**src/rtl/nrs_seq_gen.sv**
```systemverilog
// NB-IoT NRS QPSK sign-bit generator: 36.211 Gold sequence c(n),
// one pair per cycle for one OFDM symbol per request.
module nrs_seq_gen #(
   parameter int N_C      = 1600,
   parameter int M_OFFSET = 218,
   parameter int N_PAIRS  = 2,
   parameter int CNT_W    = 11
) (
   input  logic        clk,
   input  logic        rst,
   input  logic        start,
   input  logic [30:0] c_init,
   input  logic [1:0]  addr_base,
   output logic        busy,
   output logic        nrs_valid,
   output logic        nrs_r,
   output logic        nrs_i,
   output logic [1:0]  wr_addr,
   output logic        done
);

   localparam int SKIP_N = N_C + M_OFFSET;

   typedef enum logic [1:0] {IDLE, SKIP, EMIT, DONE} state_t;

   state_t           state;
   logic [30:0]      x1;
   logic [30:0]      x2;
   logic [CNT_W-1:0] skip_cnt;
   logic [1:0]       pair_cnt;
   logic [1:0]       base;
   logic             busy_q;
   logic             valid_q;
   logic             done_q;

   function automatic logic [30:0] x1_shift(input logic [30:0] x);
      return {x[3] ^ x[0], x[30:1]};
   endfunction

   function automatic logic [30:0] x2_shift(input logic [30:0] x);
      return {x[3] ^ x[2] ^ x[1] ^ x[0], x[30:1]};
   endfunction

   always_ff @(posedge clk) begin
      if (!rst) begin
         state    <= IDLE;
         x1       <= '0;
         x2       <= '0;
         skip_cnt <= '0;
         pair_cnt <= '0;
         base     <= '0;
         busy_q   <= 1'b0;
         valid_q  <= 1'b0;
         done_q   <= 1'b0;
      end else begin
         unique case (state)
            IDLE: begin
               if (start) begin
                  x1       <= 31'h1;
                  x2       <= c_init;
                  base     <= addr_base;
                  skip_cnt <= '0;
                  pair_cnt <= '0;
                  busy_q   <= 1'b1;
                  valid_q  <= (SKIP_N == 0);
                  state    <= (SKIP_N == 0) ? EMIT : SKIP;
               end
            end
            SKIP: begin
               x1       <= x1_shift(x1);
               x2       <= x2_shift(x2);
               skip_cnt <= skip_cnt + 1'b1;
               if (32'(skip_cnt) == SKIP_N - 1) begin
                  valid_q <= 1'b1;
                  state   <= EMIT;
               end
            end
            EMIT: begin
               // two shifts per pair: c(2k), c(2k+1) consumed together
               x1       <= x1_shift(x1_shift(x1));
               x2       <= x2_shift(x2_shift(x2));
               pair_cnt <= pair_cnt + 1'b1;
               if (32'(pair_cnt) == N_PAIRS - 1) begin
                  valid_q <= 1'b0;
                  done_q  <= 1'b1;
                  state   <= DONE;
               end
            end
            DONE: begin
               done_q <= 1'b0;
               busy_q <= 1'b0;
               state  <= IDLE;
            end
            default: begin
               state <= IDLE;
            end
         endcase
      end
   end

   always_comb begin
      busy      = busy_q;
      nrs_valid = valid_q;
      done      = done_q;
      nrs_r     = valid_q & (x1[0] ^ x2[0]);
      nrs_i     = valid_q & (x1[1] ^ x2[1]);
      wr_addr   = valid_q ? base + pair_cnt : 2'd0;
   end

endmodule

```
**config.mk**
```make
export PLATFORM = sky130hd
export DESIGN_NAME = nrs_seq_gen
export DESIGN_NICKNAME = d
export VERILOG_FILES = /design/src/rtl/nrs_seq_gen.sv
export SDC_FILE = /design/constraint.sdc
export NUM_CORES = 1
export LEC_CHECK = 0
export ABC_AREA = 0
export BUFFER_PORTS_ARGS = -buffer_cell sky130_fd_sc_hd__buf_2
export CAP_MARGIN = 20
export CORE_UTILIZATION = 53
export CTS_CLUSTER_SIZE = 28
export DETAILED_ROUTE_END_ITERATION = 6
export PLACE_DENSITY_LB_ADDON = 0.25
export SYNTH_ARGS = -nofsm -noshare
export SYNTH_HDL_FRONTEND = slang
export SYNTH_SLANG_ARGS = --single-unit
```
**constraint.sdc**
```tcl
create_clock -name clk -period 1.9 [get_ports clk]
set_input_delay 0.19 -clock clk [delete_from_list [all_inputs] [get_ports clk]]
set_output_delay 0.19 -clock clk [all_outputs]
set_load 0.05 [all_outputs]
```
# Word-level counts from Yosys, hierarchy flattened
# Index checks and enable logic that the tools add are counted.
dict set report totals {
  ff_bits 82
  word_cells 67
  input_bits 36
}
dict set report op_classes {
  add_sub_neg 3
  n_reduce_logical 14
  eq_ne 8
  bitwise_logic 12
  n_mux 21
}
# operator count
set op_table {}
lappend op_table {{31-bit case mux with 3 select lines} 2}
lappend op_table {{31-bit 2-to-1 mux} 2}
lappend op_table {{11-bit case mux with 2 select lines} 1}
lappend op_table {{2-bit AND reduction} 6}
lappend op_table {{11-bit by 1-bit adder with 11-bit output (second input constant)} 1}
lappend op_table {{11-bit equality test (second input constant)} 1}
lappend op_table {{11-bit 2-to-1 mux} 1}
lappend op_table {{2-bit 2-to-1 mux} 5}
lappend op_table {{1-bit XOR} 10}
lappend op_table {{2-bit case mux with 4 select lines} 1}
lappend op_table {{2-bit nonzero test} 4}
lappend op_table {{2-bit inequality test (second input constant)} 3}
lappend op_table {{1-bit 2-to-1 mux} 5}
lappend op_table {{2-bit by 1-bit equality test with 1-bit output (second input constant)} 2}
lappend op_table {{2-bit equality test (second input constant)} 2}
lappend op_table {{1-bit case mux with 2 select lines} 2}
lappend op_table {{2-bit case mux with 2 select lines} 1}
lappend op_table {{4-bit AND reduction} 1}
lappend op_table {{1-bit case mux with 3 select lines} 1}
lappend op_table {{3-bit AND reduction} 1}
lappend op_table {{3-bit nonzero test} 1}
lappend op_table {{2-bit by 1-bit adder with 2-bit output (second input constant)} 1}
lappend op_table {{2-bit adder} 1}
lappend op_table {{1-bit AND} 2}
lappend op_table {{2-bit zero test} 1}

# Logic depth before layout (Yosys ltp)
# Gate-level depths: netlist of the first run.
dict set report depth {
  depth_word 4
  depth_mapped 9
  mapped_depth_nobuf 6
}

# Worst setup path before layout of the first run
# OpenSTA, ideal clock, no wires.
dict set report synth_timing {
  path_type {flip-flop to flip-flop}
  from {register state[0]}
  to {register skip_cnt[9]}
  stages_incl_launch_ff 8
  arrival_ns 1.862
  slack_ns -0.034
  t_required_ns 1.828
  n_path_buf 1
  synth_period_minus_slack_ns 1.934
  setup_ns 0.072
  path_cell_list {dfxtp_1 > inv_1 > ha_1 > buf_6 > mux2i_1 > or3_4 > or4_1 > a21oi_1}
}
dict set report synth_via {
  elab_chain_len 3
}
# item line
set synth_rtl {}
lappend synth_rtl {{from (decl)} 26} ;# state_t state;
lappend synth_rtl {{from (signal assigned)} 66} ;# state <= (SKIP_N == 0) ? EMIT : SKIP;
lappend synth_rtl {{2-bit by 1-bit equality test with 1-bit output or 2-bit zero test (tied branches)} 56} ;# unique case (state)
lappend synth_rtl {{2-bit nonzero test (no line) or 2-bit inequality test (tied branches)} --}
lappend synth_rtl {{2-bit AND reduction (no line)} --}
lappend synth_rtl {{to (signal assigned)} 72} ;# skip_cnt <= skip_cnt + 1'b1;
lappend synth_rtl {{to (decl)} 29} ;# logic [CNT_W-1:0] skip_cnt;
# Parallel ways exist; a longest one is shown, timed or not.
# A chain may end at the register's enable or synchronous reset.

# Worst setup path in the final report of the first run
dict set report layout_timing {
  from {register state[1]}
  to {register skip_cnt[9]}
}
# Same word-level chain as after synthesis.

==> impl_metrics.ini, run 1 <==
[sta]
max-slew-margin-rel = 0.6531
whs_ns = 0.07757
layout_setup_ws_ns = 0.08880
period_needed_ns = 1.811
hold_viol_final = 0
fmax_mhz = 552.1
worst_pin_slew_ns = 0.5195
setup_tns_ns = 0
rsz0062_at_grt = no
finalCritPeriodShare = 0.9533
maxSlewViolCount = 0
skew_ns = 0.008849
setup_viol = 0

[global_route]
antenna_found_initial = 0
grt-ovfl-total = 0
grt_pass1_vias = 3797
grt_pass1_wl_mm = 17.55
grtUsageTotal = 0.2541
grt_max_degree = 65

[hold_path]
hold_class = input pin to flip-flop

[route]
ant_nets = 0
drc = 0
wl_per_cell_um = 16.01
dr.pass1.iters = 6
wl_mm = 10.61
viasPerCell = 6.250
vias = 4144
first_iter_violations = 391

[clock_tree]
root_buffer = clkbuf_8
clk_pin_slew_worst_paths_ns = 0.09
hold_buffers = 0
worstSkewPairLatency_ns = 0.36
cts_tree = done
ctsHtreeMaxLevel = 3
numCtsBuffers = 9
numClockSinks = 82
cts_buffer_depth = 2

[floorplan]
io_pins = 43
start_util = 0.5520
dieWidth_um = 91.95
rows = 32
coreArea_um2 = 7767
fp.dieH_um = 91.95
die_area_um2 = 8454

[yosys]
synthCells = 539
ys_seq_area_frac = 0.3828
yosysWarnings = 0
syn_nets = 584
synth_ff_type = dfxtp_1
ys_async_sr_fraction = 0
synth_edf_count = 0
synth_seq_cells = 82
synth_area_um2 = 4288
ys_types = 43
syn_area_per_cell_um2 = 7.955

[run]
cap_violations = 0

[power]
power_density_nw_per_um2 = 1556
total_power_uw = 7670
power.leakage_uw = 0.001756
ir_drop_mv = 0.6901

[final_layout]
fillers = 713
nNetsFinal = 601
areaGrowthSynthToFinish_pct = 14.97
n_antenna_cell = 0
drive_gt1_frac = 0.1640

[run_status]
status = completed

[placement]
port_buffers = 42
dp_hpwl_mm = 6.507
post-place-ws_ns = 0.03123
place_congestion = 0.8436

[critical_path]
crit_type = flip-flop to flip-flop
cp_top_family = simple AND/OR/NAND/NOR gates
crit_path_cell_trace = inv_2 -> ha_4 -> mux2i_1 -> or3_4 -> or4_1 -> a21oi_1
crit_required_ns = 2.20
cpMaxStageDelayCell = or4_1
worstSetupEndpointType = flip-flop
critPathLaunchType = flip-flop
worstPathArrival_ns = 2.11
cp_max_fo = 5
cp_slowest_stage_delay_ns = 0.47
cp_num_buf_inv = 1
## sequential cells by signal, summed over array words and instances, names as in the netlist
| signal | cells |
|---|---|
| base | 2 |
| x1 | 31 |
| state | 2 |
| skip_cnt | 11 |
| nrs_valid | 1 |
| x2 | 31 |
| busy | 1 |
| done | 1 |
| pair_cnt | 2 |
## cell usage in the layout, fill, tap and decap left out, types with 10 or more instances in the layout
cell	instances
clkbuf_8	10
buf_2	42
a2111oi_0	21
a21oi_1	42
nor3_1	30
buf_4	11
dfxtp_1	80
nor2_1	98
a22oi_1	86
nand2_1	21
## metal layers
| layer | up-vias | share of wire | global-route usage |
|---|---|---|---|
| met2 | 135 | 0.47 | 0.4272 |
| met3 | 15 | 0.052 | 0.03648 |
| met4 | 0 | 0.017 | 0.09505 |
| li1 | 2024 | - | - |
| met1 | 1970 | 0.46 | 0.3294 |
| met5 | - | 0 | 0 |
## cells in the mapped netlist (all sizes together) (3+ instances only)
cell type   n  share of area
nor3       30          0.035
nand3       8         0.0093
a21oi      42          0.049
inv        10         0.0088
clkbuf     50          0.044
nand4       4         0.0058
nor2       98          0.086
and2        7          0.010
o21ai       8         0.0093
xnor2       6          0.012
mux2i       4         0.0093
a2111oi    30          0.061
a22oi      86           0.15
dfxtp      82           0.38
a22o        3         0.0061
buf         6         0.0076
xor2        7          0.014
ha          9          0.026
nand2      22          0.019
## area by class of cell
cell class	count	area (um^2)	area share
Timing Repair Buffer	62	478.0	0.09695
Tap cell	102	127.6	0.02589
Inverter	10	37.54	0.007614
Multi-Input combinational cell	391	2442	0.4954
Clock inverter	5	53.80	0.01091
Sequential cell	82	1649	0.3345
Clock buffer	11	141.4	0.02868
## worst reg2reg max path: cells and delay by family, from the launching register on
family | cells | cell delay [ns]
and+or+nand+nor | 2 | 0.86
muxes | 1 | 0.09
adders and majority gates | 1 | 0.18
buffers and inverters | 1 | 0.11
AOI/OAI and AO/OA | 1 | 0.15
DFF | 1 | 0.37
## logic make-up after synthesis
family | count (synthesis) | share of synthesized area
buf+inv | 66 | 0.06011
simple gates | 184 | 0.1911
fa+ha+maj | 9 | 0.02626
compound gates | 178 | 0.2933
mux | 6 | 0.01459
flops | 82 | 0.3828
xor+xnor | 14 | 0.03181
## report_power, final
part | internal [uW] | total, uW | switching [uW]
logic | 1550 | 3870 | 2320
registers | 2130 | 2510 | 381
clock network | 640 | 1280 | 642
## worst paths after layout
| kind | start | end | slack (ns) | cells past startpoint |
|---|---|---|---|---|
| setup / recovery | state[1]$_SDFFE_PN0P_ | skip_cnt[9]$_SDFFE_PN0P_ | 0.09 | 6 |
| hold / removal | addr_base[1] | base[1]$_SDFFE_PN0P_ | 0.08 | 3 |
| setup reg to reg | state[1]$_SDFFE_PN0P_ | skip_cnt[9]$_SDFFE_PN0P_ | 0.09 | 6 |
| hold reg to reg | done$_SDFFE_PN0P_ | done$_SDFFE_PN0P_ | 0.47 | 2 |
## repair_timing
item | 4_1_cts | 5_1_grt
endpoints found under the hold margin | 0 | 0
setup endpoints to repair | 0 | 31
gates resized for setup | 0 | 15
setup buffers | 0 | 1
## per-stage QoR
| stage | util | instance area (um^2) | cells |
|---|---|---|---|
| 2_1_floorplan | - | 4290 | 539 |
| 3_3_place_gp | 0.6004 | 4663 | 645 |
| 3_5_place_dp | 0.6004 | 4663 | 645 |
| 4_1_cts | 0.6255 | 4858 | 661 |
| 5_1_grt | 0.6347 | 4930 | 663 |
| 6_report | 0.6347 | 4930 | 663 |
No activity file was read; power rests on OpenSTA's default activity.
==> run 2, diff against run 1 <==
--- a/config.mk
+++ b/config.mk
@@ -11,3 +11,3 @@
 export CORE_UTILIZATION = 53
-export CTS_CLUSTER_SIZE = 28
+export CTS_CLUSTER_SIZE = 10
 export DETAILED_ROUTE_END_ITERATION = 6
--- a/constraint.sdc
+++ b/constraint.sdc
@@ -3,2 +3,2 @@
 set_output_delay 0.19 -clock clk [all_outputs]
-set_load 0.05 [all_outputs]
+set_load 0.1 [all_outputs]
==> impl_metrics.ini, run 2 (same netlist as run 1, synthesis figures left out) <==
[final_layout]
nNetsFinal = 604
layout_common_cells = nor2_1, a22oi_1, dfxtp_1
fin_cells = 666
n_antenna_cell = 0
multi_input_area_um2 = 2450
final_common_cell = nor2_1
areaGrowthSynthToFinish_pct = 15.03
fillers = 672
reg_top3 = x1: 31 flops, x2: 31 flops, skip_cnt: 11 flops
drive_gt1_frac = 0.1755
stdcell_area_um2 = 4932
regArea_um2 = 1649

[placement]
dp.cells = 650
post-place-ws_ns = 0.03266
port_buffers = 42
place_congestion = 0.8328
dp_hpwl_mm = 6.708
placed_area_um2 = 4693

[clock_tree]
cts_setup_buffers = 0
worstSkewPairLatency_ns = 0.35
cts_buffer_depth = 2
cts_tree = done
numCtsBuffers = 9
clk_pin_slew_worst_paths_ns = 0.08
root_buffer = clkbuf_8
ctsHtreeMaxLevel = 3
numClockSinks = 82

[critical_path]
worstReg2RegStart = state[0]$_SDFFE_PN0P_
crit_type = flip-flop to flip-flop
cp_max_fo = 4
critPathLaunchType = flip-flop
worstPathArrival_ns = 2.12
r2r-end = skip_cnt[9]$_SDFFE_PN0P_
r2r_cells = 6
crit_required_ns = 2.19
worstSetupEndpointType = flip-flop
rrSetupSlack_ns = 0.07

[floorplan]
io_pins = 43
rows = 32
die_area_um2 = 8454
dieWidth_um = 91.95
start_util = 0.5520
fp.dieH_um = 91.95
coreArea_um2 = 7767

[route]
ant_nets = 0
viasPerCell = 6.177
wl_mm = 10.38
first_iter_violations = 340
dr.pass1.iters = 5
vias = 4114
wl_per_cell_um = 15.59
drc = 0

[global_route]
grt-ovfl-total = 0
grt_use_met3 = 0.04975
use_met2 = 0.4359
grt_pass1_wl_mm = 17.75
grt_most_used_layer = met2
antenna_found_initial = 0
grt_pass1_vias = 3887
grt_max_degree = 43
grtUsageMet1 = 0.3299
grtUsageTotal = 0.2573

[sta]
fmax_mhz = 546.4
skew_ns = 0.009523
max-slew-margin-rel = 0.6765
period_needed_ns = 1.830
worst_pin_slew_ns = 0.4886
finalCritPeriodShare = 0.9633
layout_setup_ws_ns = 0.06973
hold_viol_final = 0
rsz0062_at_grt = no
setup_tns_ns = 0
whs_ns = 0.08751
setup_viol = 0
maxSlewViolCount = 0

[run_status]
status = completed

[hold_path]
hp-start = addr_base[1]
whs_endpoint = base[1]$_SDFFE_PN0P_
hold_class = input pin to flip-flop
hold_depth = 3

[power]
ir_drop_mv = 0.7627
power.leakage_uw = 0.001766
power_density_nw_per_um2 = 1557

[run]
cap_violations = 0
==> run 2: where the power goes <==
part	switching (uW)	total, uW	internal (uW)
registers	381	2510	2130
logic	2370	3880	1510
clock network	604	1280	680
==> run 2: repair_timing <==
action,4_1_cts,5_1_grt
resized for setup,0,11
hold endpoints to repair,0,0
setup endpoints to repair,0,29
hold buffers,0,0
==> run 2: worst max-delay path by stage <==
stage | from | to
after floorplan | state[0]$_SDFFE_PN0P_ | skip_cnt[9]$_SDFFE_PN0P_
after global placement | state[1]$_SDFFE_PN0P_ | skip_cnt[9]$_SDFFE_PN0P_
after detailed placement | state[1]$_SDFFE_PN0P_ | skip_cnt[9]$_SDFFE_PN0P_
after CTS | state[1]$_SDFFE_PN0P_ | skip_cnt[9]$_SDFFE_PN0P_
after global routing | pair_cnt[0]$_SDFFE_PN0P_ | wr_addr[1]
final | state[0]$_SDFFE_PN0P_ | skip_cnt[9]$_SDFFE_PN0P_
==> run 2: routing by layer <==
metal / up-vias / share of wire / routed length (um)
li1: 2033 / - / -
met1: 1973 / 0.47 / 4909
met2: 98 / 0.48 / 5006
met3: 10 / 0.037 / 379
met4: 0 / 0.0082 / 85
met5: - / 0 / 0
==> run 2: area by class of cell <==
class,count,area share
multi-input combinational,391,0.4967
sequential,82,0.3343
timing repair buffer,65,0.09538
clock buffer,14,0.03298
tap,102,0.02588
inverter,10,0.007610
clock inverter,2,0.007103
==> run 2: worst max-delay path, cell delays in order, from the launching register on <==
cell and delay (ns):
dfxtp_4 0.37, inv_2 0.07, ha_4 0.17, mux2i_1 0.13, or3_4 0.40, or4_4 0.49
a21oi_2 0.14
==> run 2: metrics by stage <==
| stage | util | power, uW |
|---|---|---|
| finish | 0.6350 | 7682 |
| global route | 0.6350 | 8247 |
| CTS | 0.6297 | 7580 |
| detailed placement | 0.6042 | 6280 |
| global placement | 0.6042 | 6194 |
| floorplan | - | 5152 |
==> run 3, diff against run 2 <==
SETUP_SLACK_MARGIN = 0.02   (was unset)
clock period = 1.48 ns   (was 1.9 ns; I/O delays follow)
==> impl_metrics.ini, run 3 <==
[run_status]
status = aborted with a tool error
failed_stage = global routing
tool.error = [ERROR GRT-0232] Routing congestion too high. Check the congestion heatmap in the GUI.

[yosys]
synth_area_um2 = 4288
syn_area_per_cell_um2 = 7.955
ys_types = 43
yosysWarnings = 0
netlist.area_leader.share = 0.3828
ys_seq_area_frac = 0.3828
syn_nets = 584
ys_async_sr_fraction = 0
ys_top_cells_by_count = nor2_1, a22oi_1, dfxtp_1
yosys.area.top_type = dfxtp_1
synth_seq_cells = 82
synth_ff_type = dfxtp_1
synthCells = 539
synth_edf_count = 0
synth.most_common_cell = nor2_1
synth_area_leaders = dfxtp_1, a22oi_1, nor2_1

[placement]
post-place-ws_ns = -0.3282
port_buffers = 42
place_congestion = 0.8880
dp_hpwl_mm = 8.122

[floorplan]
io_pins = 43
dieWidth_um = 91.95
rows = 32
start_util = 0.5520
fp.dieH_um = 91.95

[clock_tree]
cts_buffer_depth = 2
ctsHtreeMaxLevel = 3
numCtsBuffers = 9
hold_buffers = 0
numClockSinks = 82
root_buffer = clkbuf_8

[sta]
worst-ep-kind = register input
worst_endpoint = x2[24]$_SDFFE_PN0P_/D

[global_route]
grt-ovfl-total = 429
grt_max_degree = 46
grtUsageTotal = 0.9299
[run 3: cell counts after synthesis]
Identical to the previous run, type by type.
[run 3: cell families after synthesis]
logic type,after synthesis,share of synthesized area
compound gates,178,0.2933
xor+xnor,14,0.03181
fa+ha+maj,9,0.02626
buf+inv,66,0.06011
flops,82,0.3828
mux,6,0.01459
simple gates,184,0.1911
[run 3: metrics by stage]
stage / utilization / instance area (um^2) / instances
floorplan: - / 5082 / 539
CTS: 0.9220 / 7162 / 748
global placement: 0.7373 / 5727 / 687
detailed placement: 0.7373 / 5727 / 687
[run 3: timing repair]
| action | CTS |
|---|---|
| gates cloned | 13 |
| resized for setup | 131 |
| pin swaps | 39 |
| endpoints found under the setup margin | 81 |
| setup buffers | 32 |
| hold endpoints to repair | 0 |
[run 3: metal layers]
| metal | global-route usage | GRT overflow |
|---|---|---|
| met2 | 1.158 | 295 |
| met5 | 0.1282 | 0 |
| met1 | 0.9051 | 1 |
| met3 | 0.6874 | 1 |
| met4 | 1.059 | 132 |
==> run 4, diff against run 3 <==
CORE_UTILIZATION = 40   (was 53)
CTS_CLUSTER_SIZE = unset   (was 10)
PLACE_DENSITY_LB_ADDON = 0.15   (was 0.25)
SETUP_SLACK_MARGIN = unset   (was 0.02)
clock period = 1.9 ns   (was 1.48 ns; I/O delays follow)
==> impl_metrics.ini, run 4 (same netlist as run 1, synthesis figures left out) <==
[final_layout]
areaGrowthSynthToFinish_pct = 17.60
fillers = 1056
reg_top3 = x1: 31 flops, x2: 31 flops, skip_cnt: 11 flops
final_common_cell = nor2_1
final_core_util = 0.4862
fin_cells = 705
layout_common_cells = nor2_1, a22oi_1, dfxtp_1
drive_gt1_frac = 0.1845
n_antenna_cell = 0
nNetsFinal = 609

[route]
dr.pass1.iters = 5
viasPerCell = 5.889
vias = 4152
wl_per_cell_um = 15.61
first_iter_violations = 357
ant_nets = 0
drc = 0
wl_mm = 11.01

[global_route]
grt_pass1_vias = 3752
antenna_found_initial = 0
grt_pass1_wl_mm = 18.08
grt_max_degree = 65
grtUsageTotal = 0.1988
grt-ovfl-total = 0

[power]
power.leakage_uw = 0.001789
power_density_nw_per_um2 = 1568
ir_drop_mv = 0.8130

[placement]
dp_hpwl_mm = 6.849
port_buffers = 42
place_congestion = 0.7374
post-place-ws_ns = 0.03151
dp.cells = 686

[sta]
skew_ns = 0.01296
maxSlewViolCount = 0
max-slew-margin-rel = 0.6529
finalCritPeriodShare = 0.9441
setup_viol = 0
fmax_mhz = 557.5
period_needed_ns = 1.794
hold_viol_final = 0
layout_setup_ws_ns = 0.1061
worst_pin_slew_ns = 0.5139

[clock_tree]
worstSkewPairLatency_ns = 0.37
ctsHtreeMaxLevel = 3
numClockSinks = 82
root_buffer = clkbuf_8
clk_pin_slew_worst_paths_ns = 0.09
numCtsBuffers = 9
cts_buffer_depth = 2
cts_tree = done

[floorplan]
die_area_um2 = 11140
dieWidth_um = 105.5
rows = 37
io_pins = 43
start_util = 0.4135
coreArea_um2 = 10370
fp.dieH_um = 105.5

[hold_path]
hold_class = input pin to flip-flop

[critical_path]
worstPathArrival_ns = 2.04
cp_slowest_stage_delay_ns = 0.38
worstSetupEndpointType = flip-flop
crit_required_ns = 2.15
cp_num_buf_inv = 3
cpMaxStageDelayCell = dfxtp_4
cp_max_fo = 49
crit_path_cell_trace = inv_2 -> ha_4 -> buf_4 -> nand2b_1 -> nand2_2 -> buf_12 -> a31oi_1 -> o21ai_1
cp_top_family = buffers and inverters
rrSetupSlack_ns = 0.11
crit_type = flip-flop to flip-flop
critPathLaunchType = flip-flop

[run]
cap_violations = 0

[run_status]
status = completed
## run 4: cell type report
cell class              count  area, um^2  area share
repair buffers             70       530.5      0.1052
multi-input cells         391        2445      0.4849
inverters                  10       37.54    0.007444
well taps                 136       170.2     0.03375
clock buffers              11       151.4     0.03002
flip-flops and latches     82        1647      0.3266
clock inverters             5       61.31     0.01216
## run 4: timing repair
item,in CTS,in global routing
setup buffers,0,2
hold buffers,0,0
resized for setup,0,13
endpoints found under the setup margin,0,37
## run 4: through the flow
stage                     hold slack [ns]  power [uW]   TNS, ns  cell area [um^2]
after global routing              0.07106        8497  -0.01197              5042
after floorplan                    0.3375        5152         0              4295
after global placement             0.4459        6300         0              4751
after CTS                         0.06688        7724         0              4964
after detailed placement           0.4564        6337         0              4751
final                             0.07254        7908         0              5042
## run 4: path summary, 6_finish.rpt
check,start,end,cells past startpoint
max,state[0]$_SDFFE_PN0P_,x2[30]$_SDFFE_PN0P_,8
min,addr_base[0],base[0]$_SDFFE_PN0P_,3
max reg2reg,state[0]$_SDFFE_PN0P_,x2[30]$_SDFFE_PN0P_,8
min reg2reg,base[0]$_SDFFE_PN0P_,base[0]$_SDFFE_PN0P_,2
## run 4: worst reg2reg max path: cells and delay by family (launching register included)
family	cells	cell delay, ns
flops	1	0.38
buf+inv	3	0.43
compound gates	2	0.31
simple gates	2	0.40
fa+ha+maj	1	0.17
## run 4: report_power, final
group	total (uW)	switching [uW]	internal, uW
Sequential	2500	369	2130
Combinational	4050	2430	1620
Clock	1360	677	684
## run 4: routing by layer
layer / track usage / share of wire / vias to the layer above / routed length, um
li1: - / - / 2036 / -
met1: 0.2663 / 0.49 / 2006 / 5410
met2: 0.3144 / 0.45 / 98 / 4952
met3: 0.04082 / 0.044 / 12 / 479
met4: 0.07540 / 0.015 / 0 / 166
met5: 0 / 0 / - / 0
